[src/rtl/pc_fetch_stage_pkg.sv]
// Shared CPU definitions for the fetch stage: PC width, FSM encoding and the
// halt instruction word.
package pc_fetch_stage_pkg;

   localparam int PC_W = 6;

   typedef logic [PC_W-1:0] pc_t;

   localparam logic [31:0] HALT_WORD_DEFAULT = 32'hFC00_0000;

   typedef enum logic [1:0] {
      ST_IDLE  = 2'd0,
      ST_FETCH = 2'd1,
      ST_HOLD  = 2'd2,
      ST_HALT  = 2'd3
   } fetch_state_t;

   // Every fetch-stage output comes straight from one of these registers.
   typedef struct packed {
      fetch_state_t state;
      pc_t          pc;
      logic         imem_req;
      logic [31:0]  instr;
      logic         instr_valid;
      pc_t          pc_next;
      logic         halted;
   } fetch_regs_t;

   // Sequential-instruction increment; wraps modulo 64 by construction.
   function automatic pc_t pc_inc(input pc_t pc);
      return pc + pc_t'(4);
   endfunction

endpackage

[src/rtl/pc_fetch_stage_if.sv]
// Fetch-stage bus: instruction-memory request/ack, decode handshake and the
// CJump redirect path.
interface pc_fetch_stage_if;
   import pc_fetch_stage_pkg::*;

   pc_t         pcj_out;
   logic        redirect;
   logic        imem_req;
   pc_t         imem_addr;
   logic        imem_ack;
   logic [31:0] imem_data;
   logic [31:0] instr;
   logic        instr_valid;
   logic        instr_ready;
   pc_t         pc_next;
   logic        halted;

   modport master (
      input  pcj_out, redirect, imem_ack, imem_data, instr_ready,
      output imem_req, imem_addr, instr, instr_valid, pc_next, halted
   );

   modport slave (
      output pcj_out, redirect, imem_ack, imem_data, instr_ready,
      input  imem_req, imem_addr, instr, instr_valid, pc_next, halted
   );

endinterface

[src/rtl/pc_fetch_stage.sv]
// Instruction fetch stage: requests one word per instruction, holds it for
// decode, follows CJump redirects and stops for good on the halt word.
module pc_fetch_stage
   import pc_fetch_stage_pkg::*;
#(
   parameter pc_t         RESET_PC  = 6'd0,
   parameter logic [31:0] HALT_WORD = HALT_WORD_DEFAULT
) (
   input  logic             clk,
   input  logic             rst_n,
   pc_fetch_stage_if.master fetch
);

   localparam fetch_regs_t RESET_REGS = '{
      state:       ST_IDLE,
      pc:          RESET_PC,
      imem_req:    1'b0,
      instr:       32'd0,
      instr_valid: 1'b0,
      pc_next:     '0,
      halted:      1'b0
   };

   fetch_regs_t r;
   fetch_regs_t r_n;

   always_ff @(posedge clk or negedge rst_n) begin
      if (!rst_n) begin
         r <= RESET_REGS;
      end else begin
         // NOTE: non-blocking, so every register samples pre-edge values.
         r <= r_n;
      end
   end

   always_comb begin
      // NOTE: start from the current values so every path assigns r_n and no latch is inferred.
      r_n = r;

      // A redirect wins over any same-cycle ack or decode acceptance.
      if ((r.state == ST_FETCH || r.state == ST_HOLD) && fetch.redirect) begin
         r_n.state       = ST_FETCH;
         r_n.pc          = fetch.pcj_out;
         r_n.imem_req    = 1'b1;
         r_n.instr_valid = 1'b0;
      end else begin
         unique case (r.state)
            ST_IDLE: begin
               r_n.state    = ST_FETCH;
               r_n.imem_req = 1'b1;
            end
            ST_FETCH: begin
               if (fetch.imem_ack) begin
                  r_n.state       = ST_HOLD;
                  r_n.imem_req    = 1'b0;
                  r_n.instr       = fetch.imem_data;
                  r_n.instr_valid = 1'b1;
                  r_n.pc_next     = pc_inc(r.pc);
                  r_n.pc          = pc_inc(r.pc);
               end
            end
            ST_HOLD: begin
               if (fetch.instr_ready) begin
                  r_n.instr_valid = 1'b0;
                  if (r.instr == HALT_WORD) begin
                     r_n.state    = ST_HALT;
                     r_n.halted   = 1'b1;
                     r_n.imem_req = 1'b0;
                  end else begin
                     r_n.state    = ST_FETCH;
                     r_n.imem_req = 1'b1;
                  end
               end
            end
            ST_HALT: begin
               r_n.imem_req    = 1'b0;
               r_n.instr_valid = 1'b0;
               r_n.halted      = 1'b1;
            end
         endcase
      end
   end

   // The PC register doubles as the fetch address.
   assign fetch.imem_req    = r.imem_req;
   assign fetch.imem_addr   = r.pc;
   assign fetch.instr       = r.instr;
   assign fetch.instr_valid = r.instr_valid;
   assign fetch.pc_next     = r.pc_next;
   assign fetch.halted      = r.halted;

endmodule

[src/flat_wrapper.sv]
// flat-port wrapper written by rule: the top's interface ports become plain ports
module pc_fetch_stage_flat import pc_fetch_stage_pkg::*;
#(
   parameter pc_t         RESET_PC  = 6'd0,
   parameter logic [31:0] HALT_WORD = HALT_WORD_DEFAULT
)
  (clk, rst_n, fetch_pcj_out, fetch_redirect, fetch_imem_ack, fetch_imem_data, fetch_instr_ready, fetch_imem_req, fetch_imem_addr, fetch_instr, fetch_instr_valid, fetch_pc_next, fetch_halted);
  pc_fetch_stage_if fetch_i ();
  input  logic clk;
  input  logic rst_n;
  input wire logic [$bits(fetch_i.pcj_out)-1:0] fetch_pcj_out;
  input wire logic [$bits(fetch_i.redirect)-1:0] fetch_redirect;
  input wire logic [$bits(fetch_i.imem_ack)-1:0] fetch_imem_ack;
  input wire logic [$bits(fetch_i.imem_data)-1:0] fetch_imem_data;
  input wire logic [$bits(fetch_i.instr_ready)-1:0] fetch_instr_ready;
  output wire logic [$bits(fetch_i.imem_req)-1:0] fetch_imem_req;
  output wire logic [$bits(fetch_i.imem_addr)-1:0] fetch_imem_addr;
  output wire logic [$bits(fetch_i.instr)-1:0] fetch_instr;
  output wire logic [$bits(fetch_i.instr_valid)-1:0] fetch_instr_valid;
  output wire logic [$bits(fetch_i.pc_next)-1:0] fetch_pc_next;
  output wire logic [$bits(fetch_i.halted)-1:0] fetch_halted;
  assign fetch_i.pcj_out = fetch_pcj_out;
  assign fetch_i.redirect = fetch_redirect;
  assign fetch_i.imem_ack = fetch_imem_ack;
  assign fetch_i.imem_data = fetch_imem_data;
  assign fetch_i.instr_ready = fetch_instr_ready;
  assign fetch_imem_req = fetch_i.imem_req;
  assign fetch_imem_addr = fetch_i.imem_addr;
  assign fetch_instr = fetch_i.instr;
  assign fetch_instr_valid = fetch_i.instr_valid;
  assign fetch_pc_next = fetch_i.pc_next;
  assign fetch_halted = fetch_i.halted;
  pc_fetch_stage #(.RESET_PC(RESET_PC), .HALT_WORD(HALT_WORD)) u_core (.clk(clk), .rst_n(rst_n), .fetch(fetch_i));
endmodule
[config.mk]
export PLATFORM = sky130hd
export DESIGN_NAME = pc_fetch_stage_flat
export DESIGN_NICKNAME = d
export VERILOG_FILES = /design/src/rtl/pc_fetch_stage_pkg.sv /design/src/rtl/pc_fetch_stage_if.sv /design/src/rtl/pc_fetch_stage.sv /design/src/flat_wrapper.sv
export SDC_FILE = /design/constraint.sdc
export NUM_CORES = 1
export LEC_CHECK = 0
export BUFFER_PORTS_ARGS = -buffer_cell sky130_fd_sc_hd__buf_4
export CAP_MARGIN = 20
export CORE_MARGIN = 10
export CORE_UTILIZATION = 50
export DETAILED_ROUTE_END_ITERATION = 12
export GPL_TIMING_DRIVEN = 0
export PLACE_DENSITY = 0.82
export SLEW_MARGIN = 20
export SYNTH_ARGS = -nofsm -noshare
export SYNTH_HDL_FRONTEND = slang
export SYNTH_SLANG_ARGS = --single-unit
export TNS_END_PERCENT = 30
[constraint.sdc]
create_clock -name clk -period 3.35 [get_ports clk]
set_clock_uncertainty 0.2 [all_clocks]
set_input_delay 0 -clock clk [delete_from_list [all_inputs] [get_ports clk]]
set_output_delay 0 -clock clk [all_outputs]
set_load 0.05 [all_outputs]
Word level (Yosys, flattened, before mapping)
Index checks and enable logic that the tools add are counted.
{ "totals": {"register_bits": 49, "latchBits": 0, "mem_bits_rw": 0, "rom_bits": 0, "memories": 0} }
{ "classes": {"add_sub_neg": 1, "multipliers": 0, "div": 0, "order_cmp": 0, "eq_ne": 8, "n_shift": 0, "n_mux": 15, "bitwise": 1, "n_reduce_logical": 14} }
{ "op_table": {"columns": ["operator", "count"], "rows": [
  ["48-bit two-way mux", 1],
  ["32-bit equality test, second input constant", 1],
  ["9-bit two-way mux", 1],
  ["3-bit AND reduction", 3],
  ["4-bit nonzero test", 2],
  ["6-bit by 3-bit adder with 6-bit output, second input constant", 1],
  ["1-bit two-way mux", 6],
  ["6-bit two-way mux", 1],
  ["3-bit inequality test, second input constant", 2],
  ["2-bit one-hot mux with 3 select lines", 1],
  ["2-bit nonzero test", 3],
  ["2-bit equality test, second input constant", 2],
  ["2-bit two-way mux", 2],
  ["2-bit inequality test, second input constant", 2],
  ["1-bit one-hot mux with 4 select lines", 1],
  ["2-bit AND reduction", 2],
  ["4-bit AND reduction", 1],
  ["1-bit one-hot mux with 3 select lines", 1],
  ["2-bit by 1-bit equality test with 1-bit output, second input constant", 1],
  ["2-bit logical NOT", 1],
  ["1-bit one-hot mux with 2 select lines", 1],
  ["1-bit logical AND", 1],
  ["1-bit logical OR", 1],
  ["1-bit inverter", 1]
]} }

Depth between registers and ports, before layout
Gate-level depths: netlist of run 1.
{ "logic_depth": {"depth_word": 5, "ltp_mapped": 8, "depth_no_buf": 6} }

Worst setup path after synthesis of run 1
No wires, ideal clock.
{ "synth_path": {"path_kind": "flip-flop to flip-flop", "start": "reg u_core.r[47] (netlist name)", "end": "reg u_core.r (netlist bit u_core.fetch.instr[0])", "t_arrival_ns": 1.736, "setup_slack_ns": 1.289, "path_stages_with_launch": 8, "synth_period_minus_slack_ns": 2.061, "cell_sequence": "dfrtp_1 inv_1 ha_1 and2_1 buf_6 nor2_4 buf_4 mux2_2"} }
{ "synth_via": {"elab_chain_len": 5} }
{ "synth_lines": {"columns": ["item", "line_no", "rtl"], "rows": [
  ["from (decl)", "pc_fetch_stage.sv:24", "fetch_regs_t r;"],
  ["from (signal assigned)", "pc_fetch_stage.sv:32", "r <= r_n;"],
  ["2-bit by 1-bit equality test with 1-bit output / 2-bit equality test (equally long branches)", "pc_fetch_stage.sv:41, pc_fetch_stage.sv:47", null],
  ["1-bit logical OR", "pc_fetch_stage.sv:41", "if ((r.state == ST_FETCH || r.state == ST_HOLD) && fetch.redirect) begin"],
  ["1-bit logical AND", "pc_fetch_stage.sv:41", null],
  ["1-bit inverter (no line)", null, null],
  ["3-bit AND reduction (no line) *", null, null]
]} }
Every way passes the cells marked *; elsewhere a longest branch is shown, timed or not.
A chain may end at the register's enable or synchronous reset.

Worst setup path after layout of run 1
{ "layout_path": {"start": "reg u_core.r[48] (netlist name)", "end": "reg u_core.r (netlist bit u_core.fetch.imem_addr[4])"} }
{ "layout_via": {"elab_chain_len": 5} }
{ "layout_lines": {"columns": ["item", "line_no"], "rows": [
  ["2-bit by 1-bit equality test with 1-bit output / 2-bit equality test (equally long branches)", "pc_fetch_stage.sv:41, pc_fetch_stage.sv:47"],
  ["1-bit logical OR", "pc_fetch_stage.sv:41"],
  ["1-bit logical AND", "pc_fetch_stage.sv:41"],
  ["2-bit nonzero test (no line)", null],
  ["2-bit AND reduction (no line)", null]
]} }
Parallel ways exist; a longest one is shown, timed or not.

==> results.md, run 1 <==
Pwr:
- The relative contribution of combinational cells to total power is 0.654.
- For this design the total switching power over the nets is a little over 0.002 W.
- Of the total power, registers draw 0.271.
- The internal power of the cells totals about 0.0022 W.
- Of the total power, the share spent switching nets is 0.4839.
- The power density over cell area is between 1000 and 1500 nW/µm².
- The maximum vdd ir drop is between 0.7 and 0.8 mV.
- Summed over all cells, the static leakage comes to around 1.8 nW.
- The power share of the clock group is 0.075.

Setup path:
- The signal on the critical path passes through inv_1 -> ha_1 -> and2_1 -> buf_6 -> clkbuf_1 -> o21ai_0 -> dlygate4sd3_1.
- The worst flop-to-flop path startpoint is u_core.r[48]$_DFFE_PN0P_.
- The terminus of the critical flop-to-flop path is u_core.fetch.imem_addr[4]$_DFFE_PN0P_.
- The category of the critical setup timing path is reg2reg.
- The worst setup path is launched from a flop.
- The longest individual stage delay on the worst path is around 0.57 ns.
- The worst setup path startpoint is u_core.r[48]$_DFFE_PN0P_.
- The worst setup slack for register-to-register paths is 0.93 ns.
- For this design, the slowest cell found on the critical path is sky130_fd_sc_hd__dlygate4sd3_1.
- The worst-case reg-to-reg path depth is 7.
- Along the worst path, the maximum fanout reaches 10.
- The data arrival time at the worst-slack endpoint is 2.40 ns.
- The data required time of the worst path is between 3 and 4 ns.
- The endpoint kind of the worst setup timing path is a flop.

Timing:
- Headroom to the max-slew limit came out at 0.5826.
- At the pin with the least slew margin, the transition time is about 0.63 ns.
- Dividing the final minimum period by the clock period gives 0.7213.
- The number of hold violations in the final report came to 0.
- The final-report max-slew violation count is 0.
- Timing would allow up to 413.9 MHz.
- The final number of setup-violating endpoints is 0.
- For the finished layout, the period the worst path requires is between 2 and 2.5 ns.
- The final critical-path setup slack is ~0.93 ns.
- Setup repair after global routing left no endpoint under its margin.
- The sum of negative setup slack is 0 ns.

Floorplanning:
- The overall die height is 90.41 µm.
- The area of the placeable core is between 4000 and 5000 µm².
- The floorplan step defined a die boundary enclosing ~8200 µm².
- From left edge to right edge, the die measures 90.41 µm.
- The initial utilization of the core area, before any placement, comes to 0.5213.
- The number of placement rows is 25.
- For this design the top-level I/O count stands at 90.

Clocking:
- The total of cells resized after clock tree synthesis is 0.
- The clock latency reported for the late side of the worst-skew pair is roughly 0.3 ns.
- The number of buffers inserted during clock tree synthesis is 5.
- The maximum root-to-sink buffer count is 2.
- The clock transition at the registers of the reported paths is approximately 0.080 ns.
- The H-tree level count is 2.
- TritonCTS built the clock tree.
- Clock tree synthesis found a total of slightly below 50 sinks.
- The root buffer cell is sky130_fd_sc_hd__clkbuf_8.

GRT:
- The remaining global-route overflow is 0.
- Entering global routing, the biggest net connects 50 pins.
- The first-pass GRT wire length is ~12000 µm.
- The via count of the first global-routing pass came to 2314.
- The number of antenna violations at the first check in global routing is 0.
- In the global route stage, overall resource usage came out at 0.1771.

Placement:
- The worst setup timing slack at the placement stage is 1.081 ns.
- The number of I/O port buffers is just under 90.
- The HPWL reported at the end of detailed placement is around 4700 µm.
- Routability-driven placement finished with a final weighted congestion of between 0.8 and 0.9.

Routing:
- The detail-routed net length per standard cell is ~17 µm.
- Once detail routing completed, the nets flagged for antenna violations numbered 0.
- The routed design has ~7000 µm of wire.
- The residual DRC count is 0.
- The violation count after the first detailed-route iteration is just over 70.
- The first-pass iteration count of the detailed router is 4.
- The final route contains 1954 vias.
- In the routed layout, each cell is associated on average with a via count of 4.652.

Synth:
- The number of synthesized flops with an enable pin is 0.
- In the synthesized netlist the dominant register cell turns out to be sky130_fd_sc_hd__dfrtp_1.
- The fraction of synthesis flops using an asynchronous set or reset pin is 1.000.
- The count of warnings emitted by yosys is 0.
- The total standard cell area after synthesis is between 2000 and 2500 µm².
- The number of nets handed over by synthesis was approximately 260.
- The synthesized instance count is 212.
- The sequential fraction of the synthesis area is 0.4947.
- The count of different cell masters after synthesis is 31.
- Counting flops and latches in the post-synthesis netlist gives 49.
- A synthesized cell averages between 10 and 15 µm².

Cells and area:
- The area growth from synthesis to layout is 51.89%.
- The most common cell after layout, fill and taps aside is sky130_fd_sc_hd__buf_4.
- The top cell types in the final layout, fill and taps aside, are 136 x sky130_fd_sc_hd__buf_4, 49 x sky130_fd_sc_hd__dfrtp_1, 46 x sky130_fd_sc_hd__dlygate4sd3_1.
- The final layout net count is 403.
- The layout cell share with drive strength beyond 1 is 0.5099.
- The number of diodes added for antenna fixing is 0.

Run status:
- The run finished with clean final reports.

Hold path:
- The classification of the worst-slack hold path is in2async.

Flow run:
- Across the run, the number of max-cap violations was 0.
[sequential cells by signal (all words and copies together), names as in the netlist]
name                      flops
u_core.fetch.imem_req         1
u_core.fetch.instr_valid      1
u_core.fetch.imem_addr        6
u_core.fetch.instr           32
u_core.fetch.pc_next          6
u_core.r                      2
u_core.fetch.halted           1
[cell usage after synthesis (2+ instances only)]
| library cell | n | share of area |
|---|---|---|
| sky130_fd_sc_hd__buf_4 | 47 | 0.14 |
| sky130_fd_sc_hd__dfrtp_1 | 49 | 0.49 |
| sky130_fd_sc_hd__ha_1 | 6 | 0.030 |
| sky130_fd_sc_hd__inv_1 | 2 | 0.0030 |
| sky130_fd_sc_hd__mux2_2 | 33 | 0.15 |
| sky130_fd_sc_hd__nand2_1 | 25 | 0.038 |
| sky130_fd_sc_hd__nand2b_1 | 2 | 0.0050 |
| sky130_fd_sc_hd__nand3_1 | 4 | 0.0081 |
| sky130_fd_sc_hd__nand4_1 | 2 | 0.0050 |
| sky130_fd_sc_hd__nor2_1 | 3 | 0.0045 |
| sky130_fd_sc_hd__nor4_1 | 7 | 0.018 |
| sky130_fd_sc_hd__o21ai_0 | 10 | 0.020 |
| sky130_fd_sc_hd__xnor2_1 | 2 | 0.0071 |
| sky130_fd_sc_hd__xor2_1 | 3 | 0.011 |
[power by group through the flow]
stage | clock [W] | sequential (W) | combinational, W
floorplan | 0 | 0.00113 | 0.00198
global placement | 0 | 0.00112 | 0.00262
detailed placement | 0 | 0.00114 | 0.00267
CTS | 0.000331 | 0.00113 | 0.00274
global route | 0.000353 | 0.00118 | 0.00292
finish | 0.000318 | 0.00114 | 0.00275
[through the flow]
stage,cell area [µm²],instances,utilization,power (W),hold WS [ns]
after floorplan,2479,212,-,0.003105,-0.4956
after global placement,3231,368,0.6795,0.003744,-0.1431
after detailed placement,3231,368,0.6795,0.003804,-0.1459
after CTS,3765,420,0.7918,0.004202,0.07905
after global routing,3765,420,0.7918,0.004452,0.1083
final,3765,420,0.7918,0.004208,0.06238
[worst max-delay path: cells and delay by family, from the launching register on]
kind	cells	cell delay (ns)
AND/OR/NAND/NOR	1	0.14
adder cells (fa/ha/maj)	1	0.31
AO/OA/AOI/OAI	1	0.14
buffers and inverters	4	1.12
flip-flops	1	0.40
[worst max-delay path by stage]
stage                                                  endpoint  cells after the start
after global routing      u_core.fetch.imem_addr[4]$_DFFE_PN0P_                      7
after global placement       u_core.fetch.instr[28]$_DFFE_PN0P_                      7
after floorplan               u_core.fetch.instr[0]$_DFFE_PN0P_                      7
after CTS                 u_core.fetch.imem_addr[4]$_DFFE_PN0P_                      7
final                     u_core.fetch.imem_addr[4]$_DFFE_PN0P_                      7
after detailed placement     u_core.fetch.instr[29]$_DFFE_PN0P_                      7
[timing repair]
action                                  in CTS  in global routing
endpoints found under the setup margin       0                  0
hold buffers                                46                  0
setup buffers                                0                  0
hold endpoints to repair                    90                  0
[routing by layer]
metal | wire length [µm] | up-vias | track usage
met1 | 2682 | 918 | 0.1830
met5 | 0 | - | 0
met2 | 3485 | 69 | 0.3117
li1 | - | 958 | -
met3 | 740 | 9 | 0.09061
met4 | 68 | 0 | 0.04111
[logic make-up (layout without fill, tap and decap cells)]
group                    count (synthesis)  count (layout)  share of synthesized area
AO/OA/AOI/OAI                           16              16                    0.04594
XOR/XNOR                                 5               5                    0.01767
multiplexers                            34              34                     0.1540
AND/OR/NAND/NOR                         51              51                     0.1060
flip-flops                              49              49                     0.4947
buffers and inverters                   51             192                     0.1514
adder cells (fa/ha/maj)                  6               6                    0.03029
[cell type report]
class | count | area [µm²]
plain buffers | 49 | 367.9
clock buffers | 5 | 68.82
clock inverters | 1 | 5.005
fillers | 301 | 989.7
inverters | 2 | 7.507
multi-input cells | 112 | 877.1
flip-flops and latches | 49 | 1226
well taps | 67 | 83.83
repair buffers | 135 | 1129
No activity file was read; power rests on OpenSTA's default activity.
==> run 2: changes to the inputs <==
--- a/config.mk
+++ b/config.mk
@@ -5,13 +5,14 @@
 export SDC_FILE = /design/constraint.sdc
 export NUM_CORES = 1
 export LEC_CHECK = 0
+export ABC_AREA = 1
 export BUFFER_PORTS_ARGS = -buffer_cell sky130_fd_sc_hd__buf_4
 export CAP_MARGIN = 20
 export CORE_MARGIN = 10
 export CORE_UTILIZATION = 50
 export DETAILED_ROUTE_END_ITERATION = 12
 export GPL_TIMING_DRIVEN = 0
-export PLACE_DENSITY = 0.82
+export PLACE_DENSITY = 0.8
 export SLEW_MARGIN = 20
 export SYNTH_ARGS = -nofsm -noshare
 export SYNTH_HDL_FRONTEND = slang
==> constraint.sdc (replaced) <==
create_clock -name clk -period 2.45 [get_ports clk]
set_clock_uncertainty 0.2 [all_clocks]
set_input_delay 0 -clock clk [delete_from_list [all_inputs] [get_ports clk]]
set_output_delay 0 -clock clk [all_outputs]
set_load 0.05 [all_outputs]
==> run 2 against run 1 <==
Synthesized cell count increased by 46%. Count of clock-buffer cells in the layout increased by 1. Power increased by 38%. Final cell count increased by 25%. Global-route usage decreased by 0.59 points. Clock power increased by 47%. Routed wire length increased by 2.5%. Die area increased by 6.6%. Setup slack got worse by 0.61 ns. Sequential share of layout area decreased by 2.0 points. Sequential power increased by 26%. Non-clock buffer count increased by 4. Largest cell class unchanged.
==> results.md, run 2 <==
Synth:
- The synthesized instance count was 310 (was 212).
- The most frequently used flop master after synthesis is sky130_fd_sc_hd__dfrtp_1 (unchanged).
- The number of synthesized flops with an enable pin is 0 (unchanged).
- The count of warnings emitted by yosys came to 0 (unchanged).
- The adder-cell area share of the yosys netlist is 0.02791 (was 0.03029).
- The area share of the largest cell type after synthesis is 0.4558 (was 0.4947).
- The mean area per synthesized cell is 8.678 µm² (was 11.69 µm²).
- The mux cell area share after synthesis came to 0 (was 0.1540).
- The xor-xnor portion of the synthesized cell area is 0.006512 (was 0.01767).
- The sequential fraction of the synthesis area is 0.4558 (was 0.4947).
- The count of different cell masters after synthesis is 21 (was 31).
- The largest area contributor in the netlist is sky130_fd_sc_hd__dfrtp_1 (unchanged).
- Most area-consuming cells after synthesis: sky130_fd_sc_hd__dfrtp_1 46%, sky130_fd_sc_hd__nand2_1 14%, sky130_fd_sc_hd__buf_4 13%, sky130_fd_sc_hd__o21ai_2 8.5%, sky130_fd_sc_hd__inv_1 4.9% (was sky130_fd_sc_hd__dfrtp_1 49%, sky130_fd_sc_hd__mux2_2 15%, sky130_fd_sc_hd__buf_4 14%, sky130_fd_sc_hd__nand2_1 3.8%, sky130_fd_sc_hd__ha_1 3.0%).
- Top cell types by occurrence after synthesis: 100 x sky130_fd_sc_hd__nand2_1, 49 x sky130_fd_sc_hd__dfrtp_1, 45 x sky130_fd_sc_hd__buf_4 (was 49 x sky130_fd_sc_hd__dfrtp_1, 47 x sky130_fd_sc_hd__buf_4, 33 x sky130_fd_sc_hd__mux2_2).
- The register bit total from synthesis is 49 (unchanged).
- The area fraction in compound gates after synthesis is 0.1014 (was 0.04594).
- The fraction of synthesis flops using an asynchronous set or reset pin came to 1.000 (unchanged).
- The area fraction in and, or, nand and nor cells after synthesis is 0.2033 (was 0.1060).
- The main combinational cell family by area after synthesis is buffers and inverters (was multiplexers).
- The number of nets produced by synthesis is 359 (was 261).
- The most instantiated library cell after synthesis was sky130_fd_sc_hd__nand2_1 (was sky130_fd_sc_hd__dfrtp_1).
- The total standard cell area after synthesis is 2690 µm² (was 2479 µm²).

Timing:
- The final hold slack is 0.03686 ns (was 0.06238 ns).
- Setup repair after global routing missed its margin: false (unchanged).
- The final number of setup-violating endpoints is 0 (unchanged).
- The final-report max-slew violation count was 0 (unchanged).
- The actual slew at the worst max-slew pin is 0.6239 ns (was 0.6261 ns).
- The time the final worst path needs with I/O delays and setup was 2.126 ns (was 2.416 ns).
- The number of hold violations in the final report is 0 (unchanged).
- The final critical-path share of the clock period was 0.8676 (was 0.7213).
- The relative slew slack is 0.5841 (was 0.5826).
- The fmax is 470.4 MHz (was 413.9 MHz).
- The sum of negative setup slack is 0 ns (unchanged).
- The final critical-path setup slack was 0.3243 ns (was 0.9337 ns).

Cells and area:
- Commonest non-fill, non-tap cells in the layout: 134 x sky130_fd_sc_hd__buf_4, 100 x sky130_fd_sc_hd__nand2_1, 49 x sky130_fd_sc_hd__dfrtp_1 (was 136 x sky130_fd_sc_hd__buf_4, 49 x sky130_fd_sc_hd__dfrtp_1, 46 x sky130_fd_sc_hd__dlygate4sd3_1).
- The post-synthesis to final-layout area growth was 49.02% (was 51.89%).
- The most common cell after layout, fill and taps aside was sky130_fd_sc_hd__buf_4 (unchanged).
- The layout cell share with drive strength beyond 1 came to 0.4000 (was 0.5099).
- The number of diodes added for antenna fixing is 0 (unchanged).
- The flip-flop count of the largest register, all copies and words added was 32 (unchanged).
- The final layout net count was 503 (was 403).

GRT:
- The via count of the first global-routing pass is 2503 (was 2314).
- The number of antenna violations at the first check in global routing was 0 (unchanged).
- The largest net degree at the start of global routing is 50 (unchanged).
- The total global routing track utilization is 0.1712 (was 0.1771).
- The remaining global-route overflow is 0 (unchanged).
- The first-pass GRT wire length is 11990 µm (was 11870 µm).

Floorplanning:
- The area enclosed by the die boundary came to 8714 µm² (was 8173 µm²).
- The width of the die is 93.35 µm (was 90.41 µm).
- The number of placement rows is 26 (was 25).
- The area of the placeable core was 5172 µm² (was 4755 µm²).
- The overall die height came to 93.35 µm (was 90.41 µm).
- The number of ports placed on the die boundary is 90 (unchanged).
- The initial standard-cell utilization of the core is 0.5201 (was 0.5213).

Setup path:
- The largest fanout of any net on the critical path was 9 (was 10).
- The worst setup slack for register-to-register paths is 0.32 ns (was 0.93 ns).
- The data required time of the worst path came to 2.45 ns (was 3.33 ns).
- The element type at the critical path start was a flop (unchanged).
- The endpoint kind of the worst setup timing path is a flop (unchanged).
- The data arrival time at the worst-slack endpoint was 2.13 ns (was 2.40 ns).
- The category of the critical setup timing path is reg2reg (unchanged).

Placement:
- The number of I/O port buffers came to 89 (unchanged).
- The placer's final routability congestion estimate is 0.7656 (was 0.8137).
- The worst setup timing slack at the placement stage is 0.4937 ns (was 1.081 ns).
- The HPWL reported at the end of detailed placement came to 4919 µm (was 4652 µm).

Clocking:
- The H-tree level count is 2 (unchanged).
- The clock transition at the registers of the reported paths is 0.09 ns (was 0.08 ns).
- The maximum root-to-sink buffer count is 2 (unchanged).
- The root buffer cell is sky130_fd_sc_hd__clkbuf_8 (unchanged).
- The number of buffers inserted during clock tree synthesis is 5 (unchanged).
- The number of buffers added for setup after CTS is 0 (unchanged).
- The total of cells resized after clock tree synthesis came to 0 (unchanged).
- The hold-fix buffer count after cts came to 48 (was 46).
- The clock latency reported for the late side of the worst-skew pair is 0.31 ns (was 0.30 ns).
- The number of sinks on the clock net was 49 (unchanged).
- The clock tree from TritonCTS is built (unchanged).

Flow run:
- The number of violations of the max-capacitance limit is 0 (unchanged).

Routing:
- The violation count after the first detailed-route iteration is 119 (was 71).
- The total routed wirelength is 7151 µm (was 6976 µm).
- The post-detailed-route count of antenna-violating nets was 0 (unchanged).
- The residual DRC count is 0 (unchanged).
- The first-pass iteration count of the detailed router is 4 (unchanged).
- The detail-routed net length per standard cell is 13.62 µm (was 16.61 µm).
- The overall via count from detail_route is 2350 (was 1954).
- The via-per-instance ratio came to 4.476 (was 4.652).

Pwr:
- The static leakage came to 2.142 nW (was 1.812 nW).
- The maximum vdd ir drop is 0.7164 mV (was 0.7166 mV).
- The total power after layout is 0.005819 W (was 0.004208 W).
- The power density over cell area is 1452 nW/µm² (was 1118 nW/µm²).

Hold path:
- The classification of the worst-slack hold path is in2async (unchanged).

Run status:
- Run status: finished, final reports clean (unchanged).
run 2: logic make-up (layout without fill, tap and decap cells):
logic type | Yosys count | after routing
fa+ha+maj | 6 | 6
buf+inv | 88 | 233
xor+xnor | 2 | 2
compound gates | 34 | 34
flops | 49 | 49
simple gates | 131 | 131
run 2: final timing paths:
check / startpoint / to / depth (start not counted)
min in group clk: fetch_imem_data[29] / u_core.fetch.instr[29]$_DFFE_PN0P_ / 4
hold reg to reg: u_core.fetch.pc_next[0]$_DFFE_PN0P_ / u_core.fetch.pc_next[0]$_DFFE_PN0P_ / 2
max in group asynchronous: rst_n / u_core.fetch.instr[6]$_DFFE_PN0P_ / 2
setup / recovery: u_core.r[47]$_DFFE_PN0P_ / u_core.fetch.imem_addr[3]$_DFFE_PN0P_ / 7
hold / removal: rst_n / u_core.fetch.instr[11]$_DFFE_PN0P_ / 2
setup reg to reg: u_core.r[47]$_DFFE_PN0P_ / u_core.fetch.imem_addr[3]$_DFFE_PN0P_ / 7
run 2: layout make-up:
class | instances | area (µm²)
flip-flops and latches | 49 | 1226
fillers | 364 | 1164
repair buffers | 137 | 1149
multi-input cells | 173 | 912.1
plain buffers | 51 | 405.4
inverters | 37 | 146.4
well taps | 70 | 87.58
clock buffers | 6 | 72.57
clock inverters | 2 | 10.01
run 2: where the power goes:
group / internal, W / switching [W]
Clock: 0.000198 / 0.000271
Sequential: 0.00119 / 0.000245
Combinational: 0.00149 / 0.00242
run 2: per-layer routing:
layer / track usage / share of wire / vias up
met5: 0 / 0 / -
met4: 0.06812 / 0.022 / 0
li1: - / - / 1195
met1: 0.1815 / 0.39 / 1077
met3: 0.05356 / 0.064 / 15
met2: 0.3074 / 0.52 / 63
run 2: worst max-delay path: stages, from the launching register on:
cell,delay [ns]
sky130_fd_sc_hd__dfrtp_1,0.43
sky130_fd_sc_hd__inv_1,0.10
sky130_fd_sc_hd__ha_1,0.35
sky130_fd_sc_hd__nand2_4,0.14
sky130_fd_sc_hd__inv_6,0.07
sky130_fd_sc_hd__nand2_1,0.07
sky130_fd_sc_hd__dlygate4sd3_1,0.56
sky130_fd_sc_hd__nand3_1,0.08
run 2: per-stage QoR:
stage               std cells    util  instance area [µm²]
global route              525  0.7750                 4009
finish                    525  0.7750                 4009
floorplan                 310       -                 2690
global placement          469  0.6662                 3446
CTS                       525  0.7750                 4009
detailed placement        469  0.6662                 3446
